`config.mk`:
```
export PLATFORM = sky130hd
export DESIGN_NAME = serpent_xts_sector_ctrl_flat
export DESIGN_NICKNAME = d
export VERILOG_FILES = /design/src/rtl/serpent_xts_pkg.sv /design/src/rtl/serpent_xts_sector_ctrl_if.sv /design/src/rtl/xts_gf_mul_alpha.sv /design/src/rtl/serpent_xts_sector_ctrl.sv /design/src/flat_wrapper.sv
export SDC_FILE = /design/constraint.sdc
export NUM_CORES = 1
export LEC_CHECK = 0
export ABC_CLOCK_PERIOD_IN_PS = 2820
export CAP_MARGIN = 10
export CORE_AREA = 2 2 231 233
export DETAILED_ROUTE_END_ITERATION = 6
export DIE_AREA = 0 0 233 235
export PLACE_DENSITY = 0.68
export RECOVER_POWER = 25
export SLEW_MARGIN = 20
export SYNTH_ARGS = -nofsm -noshare
export SYNTH_HDL_FRONTEND = slang
export SYNTH_SLANG_ARGS = --single-unit
```
`constraint.sdc`:
```
create_clock -name i_clk -period 2.82 [get_ports i_clk]
set_clock_uncertainty 0.05 [all_clocks]
set_input_delay 0.423 -clock i_clk [delete_from_list [all_inputs] [get_ports i_clk]]
set_output_delay 0.423 -clock i_clk [all_outputs]
set_load 0.02 [all_outputs]
```
`src/rtl/serpent_xts_pkg.sv`:
```
// Shared definitions for the Serpent XTS sector controller: FSM encoding,
// the GF(2^128) reduction constant and the default sector geometry.
package serpent_xts_pkg;

   typedef enum logic [2:0] {
      S_IDLE,
      S_TWK_REQ,
      S_TWK_WAIT,
      S_BLK_IN,
      S_DAT_REQ,
      S_DAT_WAIT,
      S_BLK_OUT,
      S_DONE
   } xts_state_t;

   localparam logic [127:0] GF_POLY               = 128'h87;
   localparam int           BLOCKS_PER_SECTOR_DEF = 32;

endpackage

```
`src/rtl/serpent_xts_sector_ctrl_if.sv`:
```
// Block streams and shared-cipher request port of the XTS sector controller.
// master = controller side, slave = producer/consumer/cipher-core side.
interface serpent_xts_sector_ctrl_if;

   logic [127:0] i_blk_data;
   logic         i_blk_valid;
   logic         o_blk_ready;

   logic [127:0] o_blk_data;
   logic         o_blk_valid;
   logic         i_blk_ready;

   logic         o_cipher_sel;
   logic         o_cipher_start;
   logic [127:0] o_cipher_data;
   logic         i_cipher_valid;
   logic [127:0] i_cipher_data;

   modport master (
      input  i_blk_data, i_blk_valid, i_blk_ready, i_cipher_valid, i_cipher_data,
      output o_blk_ready, o_blk_data, o_blk_valid, o_cipher_sel, o_cipher_start, o_cipher_data
   );

   modport slave (
      output i_blk_data, i_blk_valid, i_blk_ready, i_cipher_valid, i_cipher_data,
      input  o_blk_ready, o_blk_data, o_blk_valid, o_cipher_sel, o_cipher_start, o_cipher_data
   );

endinterface

```
`src/rtl/xts_gf_mul_alpha.sv`:
```
// Multiply a 128-bit XTS tweak by alpha in GF(2^128); purely combinational.
module xts_gf_mul_alpha
   import serpent_xts_pkg::*;
(
   input  logic [127:0] tweak,
   output logic [127:0] tweak_x2
);

   assign tweak_x2 = {tweak[126:0], 1'b0} ^ (tweak[127] ? GF_POLY : 128'h0);

endmodule

```
`src/rtl/serpent_xts_sector_ctrl.sv`:
```
// XTS sector sequencer around a shared Serpent core: one tweak encryption, then per block P^T -> core -> ^T.
// Latency per block is 2 cycles + core latency + 1 output register; input and output streams stall on valid/ready.
module serpent_xts_sector_ctrl
   import serpent_xts_pkg::*;
#(
   parameter int BLOCKS_PER_SECTOR = BLOCKS_PER_SECTOR_DEF
)
(
   input  logic                       i_clk,
   input  logic                       i_rstn,
   input  logic                       i_master_key_valid,
   input  logic                       i_start,
   input  logic [63:0]                i_sector_idx,
   serpent_xts_sector_ctrl_if.master  bus,
   output logic                       o_busy,
   output logic                       o_sector_done,
   output logic [7:0]                 o_blk_cnt
);

   xts_state_t   state, state_nxt;
   logic [63:0]  sector_idx;
   logic [127:0] tweak, tweak_x2, xblk, blk_data;
   logic [7:0]   blk_cnt;
   logic [8:0]   cnt_inc;
   logic         accept_start, in_hs, out_hs, last_blk;
   logic         blk_ready, blk_valid, cipher_sel, cipher_start;
   logic [127:0] cipher_data;

   assign accept_start = i_start && i_master_key_valid && (state == S_IDLE || state == S_DONE);
   assign in_hs        = (state == S_BLK_IN)  && bus.i_blk_valid;
   assign out_hs       = (state == S_BLK_OUT) && bus.i_blk_ready;
   // 9-bit compare so a 256-block sector terminates even though the visible count wraps to 0
   assign cnt_inc      = {1'b0, blk_cnt} + 9'd1;
   assign last_blk     = (cnt_inc == 9'(BLOCKS_PER_SECTOR));

   xts_gf_mul_alpha u_gf_mul_alpha (
      .tweak    (tweak),
      .tweak_x2 (tweak_x2)
   );

   always_ff @(posedge i_clk or negedge i_rstn) begin
      if (!i_rstn) state <= S_IDLE;
      else         state <= state_nxt;
   end

   always_comb begin
      state_nxt     = state;
      blk_ready     = 1'b0;
      blk_valid     = 1'b0;
      cipher_sel    = 1'b0;
      cipher_start  = 1'b0;
      cipher_data   = 128'h0;
      o_sector_done = 1'b0;
      o_busy        = !(state == S_IDLE || state == S_DONE);
      case (state)
         S_IDLE:     state_nxt = accept_start ? S_TWK_REQ : S_IDLE;
         S_DONE: begin
            o_sector_done = 1'b1;
            state_nxt     = accept_start ? S_TWK_REQ : S_IDLE;
         end
         S_TWK_REQ: begin
            cipher_start = 1'b1;
            cipher_data  = {64'h0, sector_idx};
            state_nxt    = S_TWK_WAIT;
         end
         S_TWK_WAIT: if (bus.i_cipher_valid) state_nxt = S_BLK_IN;
         S_BLK_IN: begin
            blk_ready = 1'b1;
            if (bus.i_blk_valid) state_nxt = S_DAT_REQ;
         end
         S_DAT_REQ: begin
            cipher_start = 1'b1;
            cipher_sel   = 1'b1;
            cipher_data  = xblk;
            state_nxt    = S_DAT_WAIT;
         end
         S_DAT_WAIT: begin
            cipher_sel = 1'b1;
            if (bus.i_cipher_valid) state_nxt = S_BLK_OUT;
         end
         S_BLK_OUT: begin
            blk_valid = 1'b1;
            if (bus.i_blk_ready) state_nxt = last_blk ? S_DONE : S_BLK_IN;
         end
         default:    state_nxt = S_IDLE;
      endcase
      // losing the key schedule abandons the sector without a done pulse
      if (o_busy && !i_master_key_valid) state_nxt = S_IDLE;
   end

   always_ff @(posedge i_clk or negedge i_rstn) begin
      if (!i_rstn) begin
         sector_idx <= 64'h0;
         tweak      <= 128'h0;
         xblk       <= 128'h0;
         blk_data   <= 128'h0;
         blk_cnt    <= 8'h0;
      end else begin
         if (accept_start) begin
            sector_idx <= i_sector_idx;
            blk_cnt    <= 8'h0;
         end
         if (state == S_TWK_WAIT && bus.i_cipher_valid) tweak    <= bus.i_cipher_data;
         if (in_hs)                                     xblk     <= bus.i_blk_data ^ tweak;
         if (state == S_DAT_WAIT && bus.i_cipher_valid) blk_data <= bus.i_cipher_data ^ tweak;
         if (out_hs) begin
            blk_cnt <= cnt_inc[7:0];
            tweak   <= tweak_x2;
         end
      end
   end

   assign bus.o_blk_ready    = blk_ready;
   assign bus.o_blk_valid    = blk_valid;
   assign bus.o_blk_data     = blk_data;
   assign bus.o_cipher_sel   = cipher_sel;
   assign bus.o_cipher_start = cipher_start;
   assign bus.o_cipher_data  = cipher_data;
   assign o_blk_cnt          = blk_cnt;

endmodule

```
`src/flat_wrapper.sv`:
```
// flat-port wrapper written by rule: the top's interface ports become plain ports
module serpent_xts_sector_ctrl_flat import serpent_xts_pkg::*;
#(
   parameter int BLOCKS_PER_SECTOR = BLOCKS_PER_SECTOR_DEF
)
  (i_clk, i_rstn, i_master_key_valid, i_start, i_sector_idx, o_busy, o_sector_done, o_blk_cnt, bus_i_blk_data, bus_i_blk_valid, bus_i_blk_ready, bus_i_cipher_valid, bus_i_cipher_data, bus_o_blk_ready, bus_o_blk_data, bus_o_blk_valid, bus_o_cipher_sel, bus_o_cipher_start, bus_o_cipher_data);
  serpent_xts_sector_ctrl_if bus_i ();
  input  logic i_clk;
  input  logic i_rstn;
  input  logic i_master_key_valid;
  input  logic i_start;
  input  logic [63:0] i_sector_idx;
  output logic o_busy;
  output logic o_sector_done;
  output logic [7:0] o_blk_cnt;
  input wire logic [$bits(bus_i.i_blk_data)-1:0] bus_i_blk_data;
  input wire logic [$bits(bus_i.i_blk_valid)-1:0] bus_i_blk_valid;
  input wire logic [$bits(bus_i.i_blk_ready)-1:0] bus_i_blk_ready;
  input wire logic [$bits(bus_i.i_cipher_valid)-1:0] bus_i_cipher_valid;
  input wire logic [$bits(bus_i.i_cipher_data)-1:0] bus_i_cipher_data;
  output wire logic [$bits(bus_i.o_blk_ready)-1:0] bus_o_blk_ready;
  output wire logic [$bits(bus_i.o_blk_data)-1:0] bus_o_blk_data;
  output wire logic [$bits(bus_i.o_blk_valid)-1:0] bus_o_blk_valid;
  output wire logic [$bits(bus_i.o_cipher_sel)-1:0] bus_o_cipher_sel;
  output wire logic [$bits(bus_i.o_cipher_start)-1:0] bus_o_cipher_start;
  output wire logic [$bits(bus_i.o_cipher_data)-1:0] bus_o_cipher_data;
  assign bus_i.i_blk_data = bus_i_blk_data;
  assign bus_i.i_blk_valid = bus_i_blk_valid;
  assign bus_i.i_blk_ready = bus_i_blk_ready;
  assign bus_i.i_cipher_valid = bus_i_cipher_valid;
  assign bus_i.i_cipher_data = bus_i_cipher_data;
  assign bus_o_blk_ready = bus_i.o_blk_ready;
  assign bus_o_blk_data = bus_i.o_blk_data;
  assign bus_o_blk_valid = bus_i.o_blk_valid;
  assign bus_o_cipher_sel = bus_i.o_cipher_sel;
  assign bus_o_cipher_start = bus_i.o_cipher_start;
  assign bus_o_cipher_data = bus_i.o_cipher_data;
  serpent_xts_sector_ctrl #(.BLOCKS_PER_SECTOR(BLOCKS_PER_SECTOR)) u_core (.i_clk(i_clk), .i_rstn(i_rstn), .i_master_key_valid(i_master_key_valid), .i_start(i_start), .i_sector_idx(i_sector_idx), .bus(bus_i), .o_busy(o_busy), .o_sector_done(o_sector_done), .o_blk_cnt(o_blk_cnt));
endmodule
```
### Word level (Yosys, flattened, before mapping)

Index checks and enable logic that the tools add are counted.

* bits in registers: 459
* bits of input ports: 327
* output and inout bits: 270
* word-level logic and storage cells: 58

* $add $sub $neg: 1
* eq/ne operators: 12
* muxes and demuxes: 19
* bitwise gates (word level): 3
* reduce and logical (&&, ||, !) cells: 17

Operator list (number)
* $xor A128 B128 Y128: 3
* $mux W128: 2
* $pmux W128 S2: 1
* $mux W8: 3
* $pmux W3 S7: 1
* $mux W3: 6
* $eq A3 B3 Y1 const B: 4
* $add A8 B1 Y9 const B: 1
* $eq A9 B6 Y1 const B: 1
* $logic_and A1 B1 Y1: 7
* $eq A3 B2 Y1 const B: 2
* $mux W1: 6
* $ne A3 B2 Y1 const B: 2
* $ne A3 B3 Y1 const B: 2
* $reduce_or A2 Y1: 3
* $reduce_and A4 Y1: 1
* $reduce_bool A2 Y1: 2
* $eq A3 B1 Y1 const B: 1
* $logic_not A3 Y1: 1
* $logic_not A1 Y1: 2
* $logic_or A1 B1 Y1: 1

### Logic depth before layout (Yosys ltp)

* word-level depth: 6
* depth in mapped cells: 9
* depth with buffers taken out: 5

### Modules after synthesis

A second synthesis with hierarchy kept.

* cells, all modules: 2307
* area, all modules: 22514.1 µm²

Modules (own cells, without submodules)
* serpent_xts_sector_ctrl: times used 1, cells an instance 2179, area each 21549.4 µm², seq. area each 11486.0 µm²
* xts_gf_mul_alpha: times used 1, cells an instance 128, area each 964.7 µm², seq. area each 0.0 µm²

### Least setup slack after synthesis

No wires, ideal clock.

* path type: register -> output
* start point: register u_core.state[1]
* end point: output port bus_o_cipher_data[126]
* data arrival time: 1.533 ns
* data required time: 2.347 ns
* slack: 0.814 ns
* cell stages (with the launch flop): 6
* path buffers: 2
* path through: dfrtp_1 -> nor2b_2 -> nor2b_1 -> buf_2 -> clkbuf_1 -> and2_1

* word-level cells in the longest chain between the ends: 2
* elaborated cells on any way between the ends: 3
* classes of those cells: eq/ne: 2; mux: 1

Ends and longest elaborated chain
* from (decl): line serpent_xts_sector_ctrl.sv:20 `xts_state_t state, state_nxt;`
* from (signal assigned): line serpent_xts_sector_ctrl.sv:43 `else state <= state_nxt;`
* $eq A3 B3 Y1 or $eq A3 B1 Y1 (tied branches): line serpent_xts_sector_ctrl.sv:55 `case (state)`
* $pmux W128 S2 (*): line serpent_xts_sector_ctrl.sv:55
* to (decl): line flat_wrapper.sv:26 `output wire logic [$bits(bus_i.o_cipher_data)-1:0] bus_o_cipher_data;`

Mark *: on every way between the ends. The rest lies on a longest branch, timed or not.

### Final worst setup path

* start point: register u_core.state[1]
* end point: output port bus_o_cipher_data[46]

Same word-level chain as after synthesis.

==> results.sh <==
export IMPL_grt_usage_pct=24.5
export IMPL_worstHoldPathCells=3
export IMPL_max_freq_ghz=0.362
export IMPL_finalCriticalPeriod_ns=2.76
export IMPL_fp_dieW_um=233
export IMPL_die_y_um=235
export IMPL_p_comb_share_pct=26.7
export IMPL_worstSetupPathType="reg2out"
export IMPL_first_iter_violations=899
export IMPL_layout_commonest_cell="nand2_1"
export IMPL_crit_fanout=22
export IMPL_internal_power_mw=16.3
export IMPL_num_vias=17300
export IMPL_rsz0062_at_grt="true"
export IMPL_r2r_end="u_core.sector_idx[18]$_DFFE_PN0P_"
export IMPL_insertion_delay_ns=0.59
export IMPL_cp_common_cell="nor2b_4"
export IMPL_async_reset_ff_share_pct=100
export IMPL_stdcell_area_um2=29800
export IMPL_slowest_delay_ns=0.40
export IMPL_p_clk_share_pct=26.7
export IMPL_cts_made_buffers=50
export IMPL_syn_area_um2=21500
export IMPL_cp_start_kind="flip-flop"
export IMPL_final_cell_mix="nand2_1, clkdlybuf4s50_1, dfrtp_1, o21ai_1, xnor2_1"
export IMPL_p_seq_share_pct=46.6
export IMPL_dpl_instance_area_um2=28200
export IMPL_dp_cells=3348
export IMPL_clk_path_buf_depth=3
export IMPL_root_buffer="clkbuf_16"
export IMPL_synth_top_area_share_pct=53.3
export IMPL_wl_per_cell_um=19.9
export IMPL_finalCritPeriodShare_pct=97.9
export IMPL_dieArea_um2=54800
export IMPL_syn_area_per_cell_um2=10.0
export IMPL_ios=597
export IMPL_multi_input_area_um2=9140
export IMPL_initial_core_util_pct=41.2
export IMPL_synth_edf_count=0
export IMPL_place_congestion=0.883
export IMPL_syn_num_nets=2482
export IMPL_yosysSeqAreaShare_pct=53.3
export IMPL_drt_pass1_iterations=5
export IMPL_drt_total_wl_um=68600
export IMPL_slew_headroom_pct=-26.0
export IMPL_slew_viol_final=53
export IMPL_ys_ff_latch=459
export IMPL_numClockSinks=459
export IMPL_core_region_area_um2=52200
export IMPL_hp_start="i_sector_idx[23]"
export IMPL_critPathRequiredTime_ns=2.35
export IMPL_tns_ns=0
export IMPL_p_leak_nw=12.5
export IMPL_reg2reg_from="u_core.state[0]$_DFFE_PN0P_"
export IMPL_synth_area_leader_cell="dfrtp_1"
export IMPL_grt_max_degree=97
export IMPL_port_buffers=596
export IMPL_hold_end="u_core.sector_idx[23]$_DFFE_PN0P_"
export IMPL_powerDensity_nw_per_um2=825
export IMPL_synth_top_cells_by_area="dfrtp_1, xnor2_1, nand2_1"
export IMPL_synthCells=2154
export IMPL_grt_pass1_wl_um=103000
export IMPL_gr_total_overflow=0
export IMPL_setup_viol=0
export IMPL_ant_nets=0
export IMPL_cts_tree="built"
export IMPL_critical_path_arrival_ns=2.29
export IMPL_rrSetupSlack_ns=0.70
export IMPL_antenna_found_initial=17
export IMPL_fillerInstances=4540
export IMPL_dpl_hpwl_um=49700
export IMPL_tightest_slew_ns=1.89
export IMPL_clk_pin_slew_ns=0.07
export IMPL_via_per_inst=5.01
export IMPL_drive_gt1_share_pct=7.81
export IMPL_violations="max-capacitance violations, max-slew violations"
export IMPL_syn_to_final_growth_pct=38.3
export IMPL_placementRows=84
export IMPL_htree_levels=2
export IMPL_vdd_drop_max_uv=583
export IMPL_synth_top_flop_cell="dfrtp_1"
export IMPL_regArea_um2=11500
export IMPL_ys_types=48
export IMPL_drc=0
export IMPL_path_cells="nor2b_4 > nor2b_4 > buf_4 > buf_16 > a22o_1 > clkdlybuf4s15_1"
export IMPL_grt_pass1_vias=17300
export IMPL_status="finished with violations"
export IMPL_crit_slowest_cell="dfrtp_1"
export IMPL_end_kind="output pin"
export IMPL_rr_worst_depth=6
export IMPL_final_instance_count_excl_fill=3448
export IMPL_hold_violations=0
export IMPL_yosysWarnings=0
export IMPL_switching_share_pct=33.4
export IMPL_max_cap_viol_count=1
export IMPL_p_switching_mw=8.21
export IMPL_min_path_type="in2reg"
export IMPL_finalNetCount=3047
-- final cells by class --
| type | instances | area share, % |
|---|---|---|
| tap | 688 | 2.89 |
| clock buffer | 73 | 4.93 |
| timing repair buffer | 654 | 22.3 |
| antenna | 6 | 0.0504 |
| multi-input combinational | 1551 | 30.7 |
| clock inverter | 14 | 0.529 |
| inverter | 3 | 0.0378 |
| sequential | 459 | 38.6 |
-- metrics by stage --
step	util [%]	hold WS (ns)	power, mW	setup WS, ns
after floorplan	-	0.0774	15.1	0.814
after CTS	57.2	0.273	24.7	0.000156
final	57.0	0.302	24.6	0.0583
after detailed placement	53.9	0.391	18.1	0.321
after global routing	57.0	0.304	26.0	-0.00550
after global placement	53.9	0.389	17.9	0.369
-- worst max-delay path, delay by kind of cell, from the launching register on --
family | cells | cell delay, ns
buf+inv | 3 | 0.73
simple gates | 2 | 0.37
compound gates | 1 | 0.19
flops | 1 | 0.40
-- logic make-up after synthesis --
| kind of cell | synth area share [%] |
|---|---|
| xor+xnor | 10.6 |
| flops | 53.3 |
| buf+inv | 4.49 |
| fa+ha+maj | 0.0581 |
| simple gates | 13.2 |
| mux | 6.14 |
| compound gates | 12.2 |
-- repair_timing --
item / 4_1_cts / 5_1_grt
pin swaps: 0 / 0
endpoints found under the hold margin: 46 / 0
resized for setup: 238 / 89
gates cloned: 2 / 2
setup buffers: 2 / 1
endpoints found under the setup margin: 130 / 107
hold buffers: 1 / 0
-- cells in the mapped netlist (2+ instances only) --
library cell and n:
nand2_1 587, dfrtp_1 459, o21ai_1 277, xnor2_1 256
mux2i_1 132, o21ai_0 114, a22o_1 64, and2_1 64
buf_2 57, clkbuf_1 44, buf_6 15, buf_12 11
buf_4 11, nor2_1 8, nand3_1 7, a21oi_1 4
xor2_1 4, and3_1 3, inv_1 3, a21o_1 2
buf_8 2, nand4_1 2, nor3_1 2, nor4bb_1 2
-- flip-flops by register name, summed over array words and instances, names as in the netlist --
| name | cells |
|---|---|
| u_core.bus.o_blk_data | 128 |
| u_core.tweak | 128 |
| u_core.xblk | 128 |
| u_core.sector_idx | 64 |
| u_core.o_blk_cnt | 8 |
| u_core.state | 3 |
-- power groups by stage --
stage	Sequential (mW)	Combinational, mW	Clock [mW]
floorplan	10.9	4.26	0
global placement	11.5	6.39	0
detailed placement	11.5	6.62	0
CTS	11.4	6.60	6.68
global route	11.7	7.31	6.95
finish	11.4	6.55	6.57
-- metal layers --
layer,vias to the layer above,GRT usage (%),routed length [µm]
li1,8268,-,-
met1,8264,29.9,27300
met2,588,40.2,32300
met3,152,8.16,6400
met4,18,9.32,2590
met5,-,0,129
-- worst max path at each step --
stage               slack, ns                      to                         from
global placement         0.37    bus_o_cipher_data[2]  u_core.state[1]$_DFFE_PN0P_
detailed placement       0.32    bus_o_cipher_data[0]  u_core.state[1]$_DFFE_PN0P_
global route           -0.005   bus_o_cipher_data[35]  u_core.state[1]$_DFFE_PN0P_
CTS                    0.0002  bus_o_cipher_data[116]  u_core.state[1]$_DFFE_PN0P_
finish                   0.06   bus_o_cipher_data[46]  u_core.state[1]$_DFFE_PN0P_
floorplan                0.81  bus_o_cipher_data[126]  u_core.state[1]$_DFFE_PN0P_
No activity file was read; power rests on OpenSTA's default activity.
